**src/rtl/vga_timing_pkg.sv**
```systemverilog
// Default 640x480@60 VGA timing constants and coordinate helpers shared by
// the sync generator and downstream display stages.
package vga_timing_pkg;

   localparam int unsigned COORD_W = 10;

   localparam int unsigned H_DISPLAY_DEF = 640;
   localparam int unsigned H_FRONT_DEF   = 16;
   localparam int unsigned H_SYNC_DEF    = 96;
   localparam int unsigned H_BACK_DEF    = 48;
   localparam int unsigned H_TOTAL_DEF   = H_DISPLAY_DEF + H_FRONT_DEF + H_SYNC_DEF + H_BACK_DEF;

   localparam int unsigned V_DISPLAY_DEF = 480;
   localparam int unsigned V_FRONT_DEF   = 10;
   localparam int unsigned V_SYNC_DEF    = 2;
   localparam int unsigned V_BACK_DEF    = 33;
   localparam int unsigned V_TOTAL_DEF   = V_DISPLAY_DEF + V_FRONT_DEF + V_SYNC_DEF + V_BACK_DEF;

   typedef logic [COORD_W-1:0] coord_t;

   // Modulo-total increment for a scan counter.
   function automatic coord_t coord_inc(input coord_t value, input int unsigned total);
      return (value == COORD_W'(total - 1)) ? '0 : value + 1'b1;
   endfunction

endpackage

```
**src/rtl/pixel_tick_div.sv**
```systemverilog
// Pixel clock-enable generator: free-running 0..CLK_DIV-1 divider with a
// registered one-clock tick while the divider reads CLK_DIV-1.
module pixel_tick_div #(
   parameter int unsigned CLK_DIV = 4
) (
   input  logic clk_i,
   input  logic rst_ni,
   output logic p_tick
);

   localparam int unsigned       DIV_W    = (CLK_DIV > 1) ? $clog2(CLK_DIV) : 1;
   localparam logic [DIV_W-1:0]  DIV_LAST = DIV_W'(CLK_DIV - 1);

   logic [DIV_W-1:0] div_q;
   logic [DIV_W-1:0] div_d;

   assign div_d = (div_q == DIV_LAST) ? '0 : div_q + 1'b1;

   // NOTE: sequential state uses non-blocking assignments so every register
   // samples pre-edge values, independent of block ordering.
   always_ff @(posedge clk_i or negedge rst_ni) begin
      if (!rst_ni) begin
         div_q  <= '0;
         p_tick <= 1'b0;
      end else begin
         div_q  <= div_d;
         p_tick <= (div_d == DIV_LAST);
      end
   end

endmodule

```
**src/rtl/vga_sync_gen.sv**
```systemverilog
// VGA scan counters, sync/active decode and frame marker. Optional frame
// counter output is built when VGA_SYNC_FRAME_CNT_EN is defined.
module vga_sync_gen
   import vga_timing_pkg::*;
#(
   parameter int unsigned CLK_DIV   = 4,
   parameter int unsigned H_DISPLAY = H_DISPLAY_DEF,
   parameter int unsigned H_FRONT   = H_FRONT_DEF,
   parameter int unsigned H_SYNC    = H_SYNC_DEF,
   parameter int unsigned H_BACK    = H_BACK_DEF,
   parameter int unsigned V_DISPLAY = V_DISPLAY_DEF,
   parameter int unsigned V_FRONT   = V_FRONT_DEF,
   parameter int unsigned V_SYNC    = V_SYNC_DEF,
   parameter int unsigned V_BACK    = V_BACK_DEF
) (
   input  logic               clk_i,
   input  logic               rst_ni,
   output logic               hsync_o,
   output logic               vsync_o,
   output logic               video_on_o,
   output logic               p_tick_o,
   output logic [COORD_W-1:0] pix_x_o,
   output logic [COORD_W-1:0] pix_y_o,
   output logic               frame_start_o
`ifdef VGA_SYNC_FRAME_CNT_EN
   ,
   output logic [7:0]         frame_cnt_o
`endif
);

   localparam int unsigned H_TOTAL = H_DISPLAY + H_FRONT + H_SYNC + H_BACK;
   localparam int unsigned V_TOTAL = V_DISPLAY + V_FRONT + V_SYNC + V_BACK;

   localparam coord_t H_LAST     = COORD_W'(H_TOTAL - 1);
   localparam coord_t V_LAST     = COORD_W'(V_TOTAL - 1);
   localparam coord_t H_ACT_END  = COORD_W'(H_DISPLAY);
   localparam coord_t V_ACT_END  = COORD_W'(V_DISPLAY);
   localparam coord_t H_SYNC_BEG = COORD_W'(H_DISPLAY + H_FRONT);
   localparam coord_t H_SYNC_END = COORD_W'(H_DISPLAY + H_FRONT + H_SYNC - 1);
   localparam coord_t V_SYNC_BEG = COORD_W'(V_DISPLAY + V_FRONT);
   localparam coord_t V_SYNC_END = COORD_W'(V_DISPLAY + V_FRONT + V_SYNC - 1);

   logic   p_tick;
   coord_t x_next;
   coord_t y_next;
   logic   frame_wrap;

   pixel_tick_div #(
      .CLK_DIV (CLK_DIV)
   ) u_tick_div (
      .clk_i  (clk_i),
      .rst_ni (rst_ni),
      .p_tick (p_tick)
   );

   assign p_tick_o = p_tick;

   // NOTE: every always_comb output gets a default first so no path can
   // leave it unassigned and infer a latch.
   always_comb begin
      x_next = pix_x_o;
      y_next = pix_y_o;
      if (p_tick) begin
         x_next = coord_inc(pix_x_o, H_TOTAL);
         if (pix_x_o == H_LAST) begin
            y_next = coord_inc(pix_y_o, V_TOTAL);
         end
      end
   end

   assign frame_wrap = p_tick && (pix_x_o == H_LAST) && (pix_y_o == V_LAST);

   // Decoding from x_next/y_next keeps syncs aligned with the coordinates.
   always_ff @(posedge clk_i or negedge rst_ni) begin
      if (!rst_ni) begin
         pix_x_o       <= '0;
         pix_y_o       <= '0;
         hsync_o       <= 1'b1;
         vsync_o       <= 1'b1;
         video_on_o    <= 1'b0;
         frame_start_o <= 1'b0;
      end else begin
         pix_x_o       <= x_next;
         pix_y_o       <= y_next;
         hsync_o       <= !((x_next >= H_SYNC_BEG) && (x_next <= H_SYNC_END));
         vsync_o       <= !((y_next >= V_SYNC_BEG) && (y_next <= V_SYNC_END));
         video_on_o    <= (x_next < H_ACT_END) && (y_next < V_ACT_END);
         frame_start_o <= frame_wrap;
      end
   end

`ifdef VGA_SYNC_FRAME_CNT_EN
   always_ff @(posedge clk_i or negedge rst_ni) begin
      if (!rst_ni) begin
         frame_cnt_o <= '0;
      end else if (frame_wrap) begin
         frame_cnt_o <= frame_cnt_o + 1'b1;
      end
   end
`endif

endmodule
```
**config.mk**
```make
export PLATFORM = sky130hd
export DESIGN_NAME = vga_sync_gen
export DESIGN_NICKNAME = d
export VERILOG_FILES = /design/src/rtl/vga_timing_pkg.sv /design/src/rtl/pixel_tick_div.sv /design/src/rtl/vga_sync_gen.sv
export SDC_FILE = /design/constraint.sdc
export NUM_CORES = 1
export LEC_CHECK = 0
export ABC_AREA = 1
export CAP_MARGIN = 10
export CORE_MARGIN = 2
export CORE_UTILIZATION = 50
export CTS_CLUSTER_DIAMETER = 150
export DETAILED_ROUTE_END_ITERATION = 10
export GPL_TIMING_DRIVEN = 0
export PLACE_DENSITY = 0.84
export RECOVER_POWER = 100
export SLEW_MARGIN = 20
export SYNTH_ARGS = -nofsm -noshare
export SYNTH_HDL_FRONTEND = slang
export SYNTH_SLANG_ARGS = --single-unit
```
**constraint.sdc**
```tcl
create_clock -name clk_i -period 2.4 [get_ports clk_i]
set_input_delay 0.48 -clock clk_i [delete_from_list [all_inputs] [get_ports clk_i]]
set_output_delay 0.48 -clock clk_i [all_outputs]
set_load 0.1 [all_outputs]
```
==> results of run 1 <==
[through the flow]
step / hold slack, ns / util (%) / cells / total power [mW]
detailed placement: 0.446 / 60.5 / 305 / 0.473
global placement: 0.439 / 60.7 / 305 / 0.474
CTS: 0.138 / 60.7 / 309 / 0.678
finish: 0.413 / 56.2 / 309 / 0.674
global route: 0.489 / 56.2 / 309 / 0.701
floorplan: 0.184 / - / 233 / 0.464
[kinds of logic (layout without fill, tap and decap cells)]
family,count (synthesis),count (layout),share of synthesized area (%)
xor+xnor,5,5,2.61
buf+inv,47,77,11.2
simple gates,140,140,38.8
flops,27,27,40.5
compound gates,9,9,3.21
fa+ha+maj,5,5,3.73
[area by class of cell]
class                           count  area (sq um)
Clock buffer                        3          22.5
Tap cell                           46          57.6
Multi-Input combinational cell    159           774
Timing Repair Buffer               26           116
Buffer                              4          25.0
Inverter                           43           163
Fill cell                         346          1440
Sequential cell                    27           678
Clock inverter                      1          7.51
[Yosys cell counts]
library cell   n
nor3_2         1
inv_2          3
nor2_4         3
a21oi_1        1
buf_2          2
nand2_2        4
nor2_2         7
clkinv_2       1
dfrtp_1       25
nor3_1         1
o21ai_0        5
nor3_4         1
dfstp_2        2
inv_1         39
o21a_1         1
xor2_1         4
o21ai_2        1
nand3_2        1
or2_2          1
xnor2_1        1
nand4_1        9
a21boi_1       1
nor2_1        31
nand3_1       16
nand2_1       64
or2_1          1
ha_1           5
buf_4          2
[path summary, 6_finish.rpt]
kind / from / endpoint / slack (ns) / cells after the start
worst max register to register: pix_x_o[0]$_DFF_PN0_ / vsync_o$_DFF_PN1_ / 0.28 / 13
worst max-delay path: pix_x_o[5]$_DFF_PN0_ / pix_x_o[5] / 0.07 / 1
max in group asynchronous: rst_ni / pix_y_o[5]$_DFF_PN0_ / 1.17 / 1
min in group clk_i: u_tick_div.div_q[0]$_DFF_PN0_ / u_tick_div.div_q[0]$_DFF_PN0_ / 0.47 / 1
worst min-delay path: rst_ni / pix_x_o[8]$_DFF_PN0_ / 0.41 / 1
worst min register to register: u_tick_div.div_q[0]$_DFF_PN0_ / u_tick_div.div_q[0]$_DFF_PN0_ / 0.47 / 1
[metal layers]
metal / up-vias / wire, um / GRT usage [%]
met4: 0 / 57 / 6.69
met2: 46 / 1640 / 34.0
li1: 780 / - / -
met5: - / 0 / 0
met3: 7 / 169 / 2.90
met1: 693 / 1630 / 28.2
[sequential cells by signal, summed over array words and instances, names as in the netlist]
name,cells
vsync_o,1
pix_y_o,10
u_tick_div.p_tick,1
video_on_o,1
frame_start_o,1
hsync_o,1
pix_x_o,10
u_tick_div.div_q,2
[power breakdown]
group	leakage (nW)	switching, mW	internal [mW]
logic	0.605	0.00811	0.000296
registers	0.351	0	0.455
clock network	0.0139	0.146	0.0640
[what timing repair did]
action                                  CTS  global route
endpoints found under the setup margin   20             2
resized for setup                        20             2
hold buffers                              0             0
cloned                                    0             0
hold endpoints to repair                  0             0
==> results.py, run 1 <==
metrics = {
    "sta": {
        "fin_tns_setup_ns": 0,
        "finalSetupViolCount": 0,
        "fin_crit_sh_pct": 96.9,
        "clock.fmax_mhz": 430,
        "max_slew_margin_pct": 8.28,
        "worst_slack_ns": 0.0732,
        "tightest_slew_ns": 1.38,
        "rsz0062_at_grt": "no",
        "hold_viol": 0,
        "min_period_ns": 2.33,
        "finClkSkew_ns": 0.0163,
        "slew_violations": 0,
    },
    "critical_path": {
        "crit_slowest_cell": "clkdlybuf4s50_1",
        "crit_family": "buffers and inverters",
        "endpoint_kind": "primary output",
        "arrival_ns": 1.85,
        "path_cells": "clkdlybuf4s50_1",
        "max_stage_delay_ns": 1.13,
        "required_ns": 1.92,
        "crit_type": "flip-flop to primary output",
        "path_max_fanout": 2,
        "startpoint_type": "flip-flop",
        "critPathBufInv": 1,
    },
    "layout": {
        "area_growth_pct": 10.1,
        "layout_commonest_cell": "nand2_1",
        "antenna_cells": 0,
        "nets": 271,
        "final_cell_mix": "66 x nand2_1, 39 x inv_1, 37 x nor2_1",
        "drive_above_1_share_pct": 8.75,
        "fin_area_sq_um": 1840,
    },
    "place": {
        "place_hpwl_um": 2740,
        "routabilityCongestion": 0.887,
        "post_dp_cell_area_sq_um": 1990,
        "dpl_worst_slack_ns": 0.285,
        "port_buffers": 26,
    },
    "synth": {
        "syn_nets": 240,
        "netlist-cell-type-count": 28,
        "synth_warnings": 0,
        "syn_inst": 233,
        "synthTopCellsByArea": "dfrtp_1 37%, nand2_1 14%, inv_1 8.7%, nor2_1 6.9%, nand3_1 4.8%",
        "yosysTopAreaCellShare_pct": 37.3,
        "mappedNetlistArea_sq_um": 1680,
        "synth.largest_area_cell": "dfrtp_1",
        "avgSynthCellArea_sq_um": 7.19,
        "ys_ff_latch": 27,
        "yosysSeqAreaShare_pct": 40.5,
    },
    "detailed_routing": {
        "drt-total-wl_um": 3500,
        "first_pass_iters": 4,
        "ant_nets": 0,
        "drt-wirelength-per-cell_um": 11.3,
        "drtIter0Drc": 87,
        "vias": 1526,
        "vias_per_cell": 4.94,
        "drc": 0,
    },
    "global_route": {
        "antenna_found_initial": 0,
        "grt_pass1_vias": 1353,
        "grt-ovfl-total": 0,
        "grt_pass1_wl_um": 5950,
        "grt_max_degree": 28,
        "grt_usage_pct": 20.7,
    },
    "cts": {
        "cts_buffer_depth": 2,
        "cts_tree": "yes",
        "root_buffer": "clkbuf_4",
        "cts_buffers": 3,
        "cts.sinks": 27,
        "h-tree-depth": 1,
        "postCtsSetupRepairBufs": 0,
        "path_clk_slew_ns": 0.16,
        "clkLatencyLatePin_ns": 0.34,
    },
    "floorplan": {
        "initial_utilization_pct": 51.0,
        "die-area_sq_um": 3830,
        "fp.dieW_um": 61.9,
        "placementRows": 21,
        "dieHeight_um": 61.9,
        "pin_count": 27,
        "core_area_sq_um": 3280,
    },
    "power": {
        "max-vdd-ir-drop_v": 0.000159,
        "leakagePower_nw": 0.969,
        "pwr_density_cell_nw_per_um2": 366,
    },
    "run": {
        "drv_cap": 0,
    },
    "min_path": {
        "min_path_type": "primary input to asynchronous set/reset pin",
    },
    "status": {
        "status": "complete, no violations",
    },
}
Note: power is estimated with default switching activity, not from simulation.
==> run 2, diff against run 1 <==
Clock period 2.4 ns to 2.6 ns, I/O delays scaled along.
==> results.py, run 2 (synthesis gave the netlist of run 1 again) <==
metrics = {
    "status": {
        "status": "complete, no violations",
    },
    "power": {
        "p_total_mw": 0.623,
        "pwr_density_cell_nw_per_um2": 316,
        "max-vdd-ir-drop_v": 0.000148,
        "leakagePower_nw": 1.01,
    },
    "layout": {
        "final_cell_mix": "65 x nand2_1, 39 x inv_1, 36 x nor2_1",
        "layout_commonest_cell": "nand2_1",
        "drive_above_1_share_pct": 9.13,
        "fin_area_sq_um": 1970,
        "reg_top3": "pix_x_o x10, pix_y_o x10, u_tick_div.div_q x2",
        "antenna_cells": 0,
        "fill_cells": 317,
        "area_growth_pct": 17.8,
        "nets": 271,
    },
    "cts": {
        "h-tree-depth": 1,
        "clkLatencyLatePin_ns": 0.34,
        "cts_buffers": 3,
        "root_buffer": "clkbuf_4",
        "postCtsSetupRepairBufs": 0,
        "cts_tree": "yes",
        "path_clk_slew_ns": 0.16,
        "cts.sinks": 27,
        "cts_buffer_depth": 2,
    },
    "critical_path": {
        "arrival_ns": 2.00,
        "max_stage_delay_ns": 1.18,
        "crit_family": "buffers and inverters",
        "endpoint_kind": "primary output",
        "crit_type": "flip-flop to primary output",
        "critPathBufInv": 1,
        "path_max_fanout": 6,
        "crit_slowest_cell": "clkdlybuf4s50_1",
        "path_cells": "clkdlybuf4s50_1",
        "startpoint_type": "flip-flop",
        "required_ns": 2.08,
    },
    "sta": {
        "max_slew_margin_pct": 7.72,
        "rsz0062_at_grt": "no",
        "min_period_ns": 2.52,
        "finalSetupViolCount": 0,
        "hold_viol": 0,
        "finClkSkew_ns": 0.0151,
        "fin_crit_sh_pct": 96.8,
        "clock.fmax_mhz": 397,
        "tightest_slew_ns": 1.38,
        "worst_slack_ns": 0.0832,
        "slew_violations": 0,
        "fin_tns_setup_ns": 0,
    },
    "place": {
        "routabilityCongestion": 0.887,
        "post_dp_cell_area_sq_um": 1990,
        "place_hpwl_um": 2740,
        "dpl_worst_slack_ns": 0.445,
        "port_buffers": 26,
    },
    "detailed_routing": {
        "vias_per_cell": 4.91,
        "drtIter0Drc": 80,
        "drt-total-wl_um": 3470,
        "drc": 0,
        "drt-wirelength-per-cell_um": 11.2,
        "first_pass_iters": 5,
        "vias": 1518,
        "ant_nets": 0,
    },
    "global_route": {
        "antenna_found_initial": 0,
        "grt_usage_pct": 20.7,
        "grt_pass1_vias": 1353,
        "grt.met1_usage_pct": 28.2,
        "grt-ovfl-total": 0,
        "use_met2_pct": 34.0,
        "grt_pass1_wl_um": 5950,
        "busiest_layer": "met2",
        "use_met3_pct": 2.90,
        "grt_max_degree": 28,
    },
    "min_path": {
        "min_path_type": "primary input to asynchronous set/reset pin",
    },
    "run": {
        "drv_cap": 0,
    },
    "floorplan": {
        "dieHeight_um": 61.9,
        "placementRows": 21,
        "fp.dieW_um": 61.9,
        "pin_count": 27,
        "core_area_sq_um": 3280,
        "die-area_sq_um": 3830,
        "initial_utilization_pct": 51.0,
    },
}
run 2: worst paths after layout:
| kind | slack, ns | end | cells after the start | start |
|---|---|---|---|---|
| worst max-delay path | 0.08 | pix_x_o[0] | 1 | pix_x_o[0]$_DFF_PN0_ |
| worst min-delay path | 0.46 | pix_x_o[8]$_DFF_PN0_ | 1 | rst_ni |
| worst max register to register | 0.36 | video_on_o$_DFF_PN0_ | 11 | pix_x_o[0]$_DFF_PN0_ |
| worst min register to register | 0.47 | u_tick_div.div_q[0]$_DFF_PN0_ | 1 | u_tick_div.div_q[0]$_DFF_PN0_ |
| max in group asynchronous | 1.32 | pix_y_o[5]$_DFF_PN0_ | 1 | rst_ni |
| min in group clk_i | 0.47 | u_tick_div.div_q[0]$_DFF_PN0_ | 1 | u_tick_div.div_q[0]$_DFF_PN0_ |
run 2: layout make-up:
cell class / count / area, sq um / area share [%]
multi-input combinational: 159 / 773 / 39.2
sequential: 27 / 678 / 34.3
timing repair buffer: 26 / 248 / 12.5
inverter: 43 / 163 / 8.24
tap: 46 / 57.6 / 2.92
buffer: 4 / 25.0 / 1.27
clock buffer: 3 / 22.5 / 1.14
clock inverter: 1 / 7.51 / 0.380
run 2: power by group:
group / switching, mW / leakage [nW] / internal, mW
sequential: 0 / 0.351 / 0.420
clock: 0.136 / 0.0139 / 0.0590
combinational: 0.00754 / 0.644 / 0.000272
run 2: stage by stage:
| step | cells | util (%) | hold WS (ns) |
|---|---|---|---|
| after floorplan | 233 | - | 0.224 |
| after CTS | 309 | 61.4 | 0.178 |
| final | 309 | 60.1 | 0.456 |
| after detailed placement | 305 | 60.5 | 0.446 |
| after global routing | 309 | 60.1 | 0.489 |
| after global placement | 305 | 60.7 | 0.439 |
run 2: metal layers:
metal	up-vias	wire length, um	share of wire [%]
li1	775	-	-
met1	693	1590	46
met2	43	1640	47
met3	7	173	5.0
met4	0	62	1.8
met5	-	0	0
run 2: repair_timing:
item	4_1_cts	5_1_grt
resized for setup	0	1
endpoints found under the setup margin	0	1
hold buffers	0	0
==> run 3, diff against run 2 <==
Settings changed: PLACE_DENSITY 0.84 to unset, PLACE_DENSITY_LB_ADDON set to 0.08.
Clock period 2.6 ns to 2.7 ns, I/O delays scaled along.
==> results.py, run 3 (synthesis gave the netlist of run 1 again) <==
metrics = {
    "status": {
        "status": "complete, no violations",
    },
    "sta": {
        "max_slew_margin_pct": 7.74,
        "hold_viol": 0,
        "rsz0062_at_grt": "no",
        "tightest_slew_ns": 1.38,
        "fin_tns_setup_ns": 0,
        "finalSetupViolCount": 0,
        "finClkSkew_ns": 0.00174,
        "slew_violations": 0,
        "min_period_ns": 2.56,
        "clock.fmax_mhz": 390,
        "fin_crit_sh_pct": 94.9,
    },
    "place": {
        "post_dp_cell_area_sq_um": 1990,
        "routabilityCongestion": 0.879,
        "place_hpwl_um": 2680,
        "port_buffers": 26,
    },
    "global_route": {
        "grt_usage_pct": 20.2,
        "grt_pass1_vias": 1207,
        "grt-ovfl-total": 0,
        "grt_max_degree": 28,
        "grt_pass1_wl_um": 5580,
        "antenna_found_initial": 0,
    },
    "power": {
        "pwr_density_cell_nw_per_um2": 297,
        "switchingPower_mw": 0.125,
        "max-vdd-ir-drop_v": 0.000204,
        "p_seq_share_pct": 68.8,
        "internal_power_mw": 0.463,
        "pwr-share-clk_pct": 29.9,
        "leakagePower_nw": 1.06,
        "swShare_pct": 21.3,
        "comb_power_share_pct": 1.3,
    },
    "cts": {
        "cts_resized": 0,
        "h-tree-depth": 1,
        "path_clk_slew_ns": 0.14,
        "cts_hold_buf": 0,
        "cts.sinks": 27,
        "cts_buffers": 3,
        "cts_buffer_depth": 2,
        "root_buffer": "clkbuf_4",
        "postCtsSetupRepairBufs": 0,
        "cts_tree": "yes",
        "clkLatencyLatePin_ns": 0.33,
    },
    "critical_path": {
        "r2r-start": "pix_x_o[0]$_DFF_PN0_",
        "critPathBufInv": 1,
        "crit_family": "buffers and inverters",
        "path_cells": "clkdlybuf4s50_1",
        "max_stage_delay_ns": 1.18,
        "endpoint_kind": "primary output",
        "arrival_ns": 2.02,
        "cp-startpoint": "pix_y_o[7]$_DFF_PN0_",
        "crit_type": "flip-flop to primary output",
        "crit_slowest_cell": "clkdlybuf4s50_1",
        "required_ns": 2.16,
        "startpoint_type": "flip-flop",
        "path_max_fanout": 7,
    },
    "layout": {
        "layout_commonest_cell": "nand2_1",
        "fin_util_pct": 60.3,
        "nets": 271,
        "final_cell_mix": "65 x nand2_1, 40 x inv_1, 37 x nor2_1",
        "antenna_cells": 0,
        "area_growth_pct": 18.1,
        "reg_top3": "pix_x_o x10, pix_y_o x10, u_tick_div.div_q x2",
        "fin_area_sq_um": 1980,
        "drive_above_1_share_pct": 8.75,
    },
    "min_path": {
        "min_path_type": "flip-flop to flip-flop",
        "worstHoldStart": "u_tick_div.div_q[0]$_DFF_PN0_",
    },
    "detailed_routing": {
        "drc": 0,
        "first_pass_iters": 5,
        "drtIter0Drc": 42,
        "vias_per_cell": 4.79,
        "drt-wirelength-per-cell_um": 11.2,
        "ant_nets": 0,
        "drt-total-wl_um": 3450,
        "vias": 1480,
    },
    "floorplan": {
        "fp.dieW_um": 61.9,
        "placementRows": 21,
        "pin_count": 27,
        "initial_utilization_pct": 51.0,
        "die-area_sq_um": 3830,
        "dieHeight_um": 61.9,
        "core_area_sq_um": 3280,
    },
    "run": {
        "drv_cap": 0,
    },
}
## run 3: cell types whose count changed in the layout (fill, tap and decap cells not counted)
cell and delta:
clkdlybuf4s50_1 -15, clkinv_1 -1, clkinvlp_4 -1, dlygate4sd3_1 +16, inv_1 +1, nand3_1 -1, nand3_2 +1, nor2_1 +1
nor2_2 -1
## run 3: path summary, 6_finish.rpt
check                                           endpoint  slack, ns  depth (start not counted)
hold / removal             u_tick_div.div_q[0]$_DFF_PN0_       0.47                          1
setup / recovery                              pix_y_o[7]       0.14                          1
setup reg to reg                    video_on_o$_DFF_PN0_       0.53                         11
min in group asynchronous           pix_x_o[4]$_DFF_PN0_       0.50                          1
max in group asynchronous           pix_y_o[2]$_DFF_PN0_       1.40                          1
hold reg to reg            u_tick_div.div_q[0]$_DFF_PN0_       0.47                          1
## run 3: stage by stage
step	power (mW)	hold WS (ns)	cells	setup slack, ns
final	0.588	0.469	309	0.137
after CTS	0.599	0.198	309	0.148
after detailed placement	0.421	0.439	305	0.536
after global placement	0.422	0.439	305	0.530
after global routing	0.620	0.498	309	0.0407
after floorplan	0.412	0.244	233	0.399
## run 3: cell type report
type                    instances  area (sq um)
plain buffers                   4          25.0
clock buffers                   4          26.3
fillers                       328          1310
inverters                      43           163
multi-input cells             159           776
flip-flops and latches         27           678
well taps                      46          57.6
repair buffers                 26           254
## run 3: routing by layer
| metal | share of wire, % | track usage, % |
|---|---|---|
| met1 | 50 | 28.9 |
| met2 | 43 | 30.4 |
| met3 | 4.2 | 2.90 |
| met4 | 2.1 | 8.81 |
| met5 | 0 | 0 |
## run 3: power by group through the flow
stage               clock [mW]  combinational, mW  sequential (mW)
finish                   0.176            0.00752            0.405
global route             0.205            0.00946            0.405
CTS                      0.186            0.00860            0.405
detailed placement           0            0.00864            0.412
global placement             0            0.00943            0.412
floorplan                    0        0.000000572            0.412
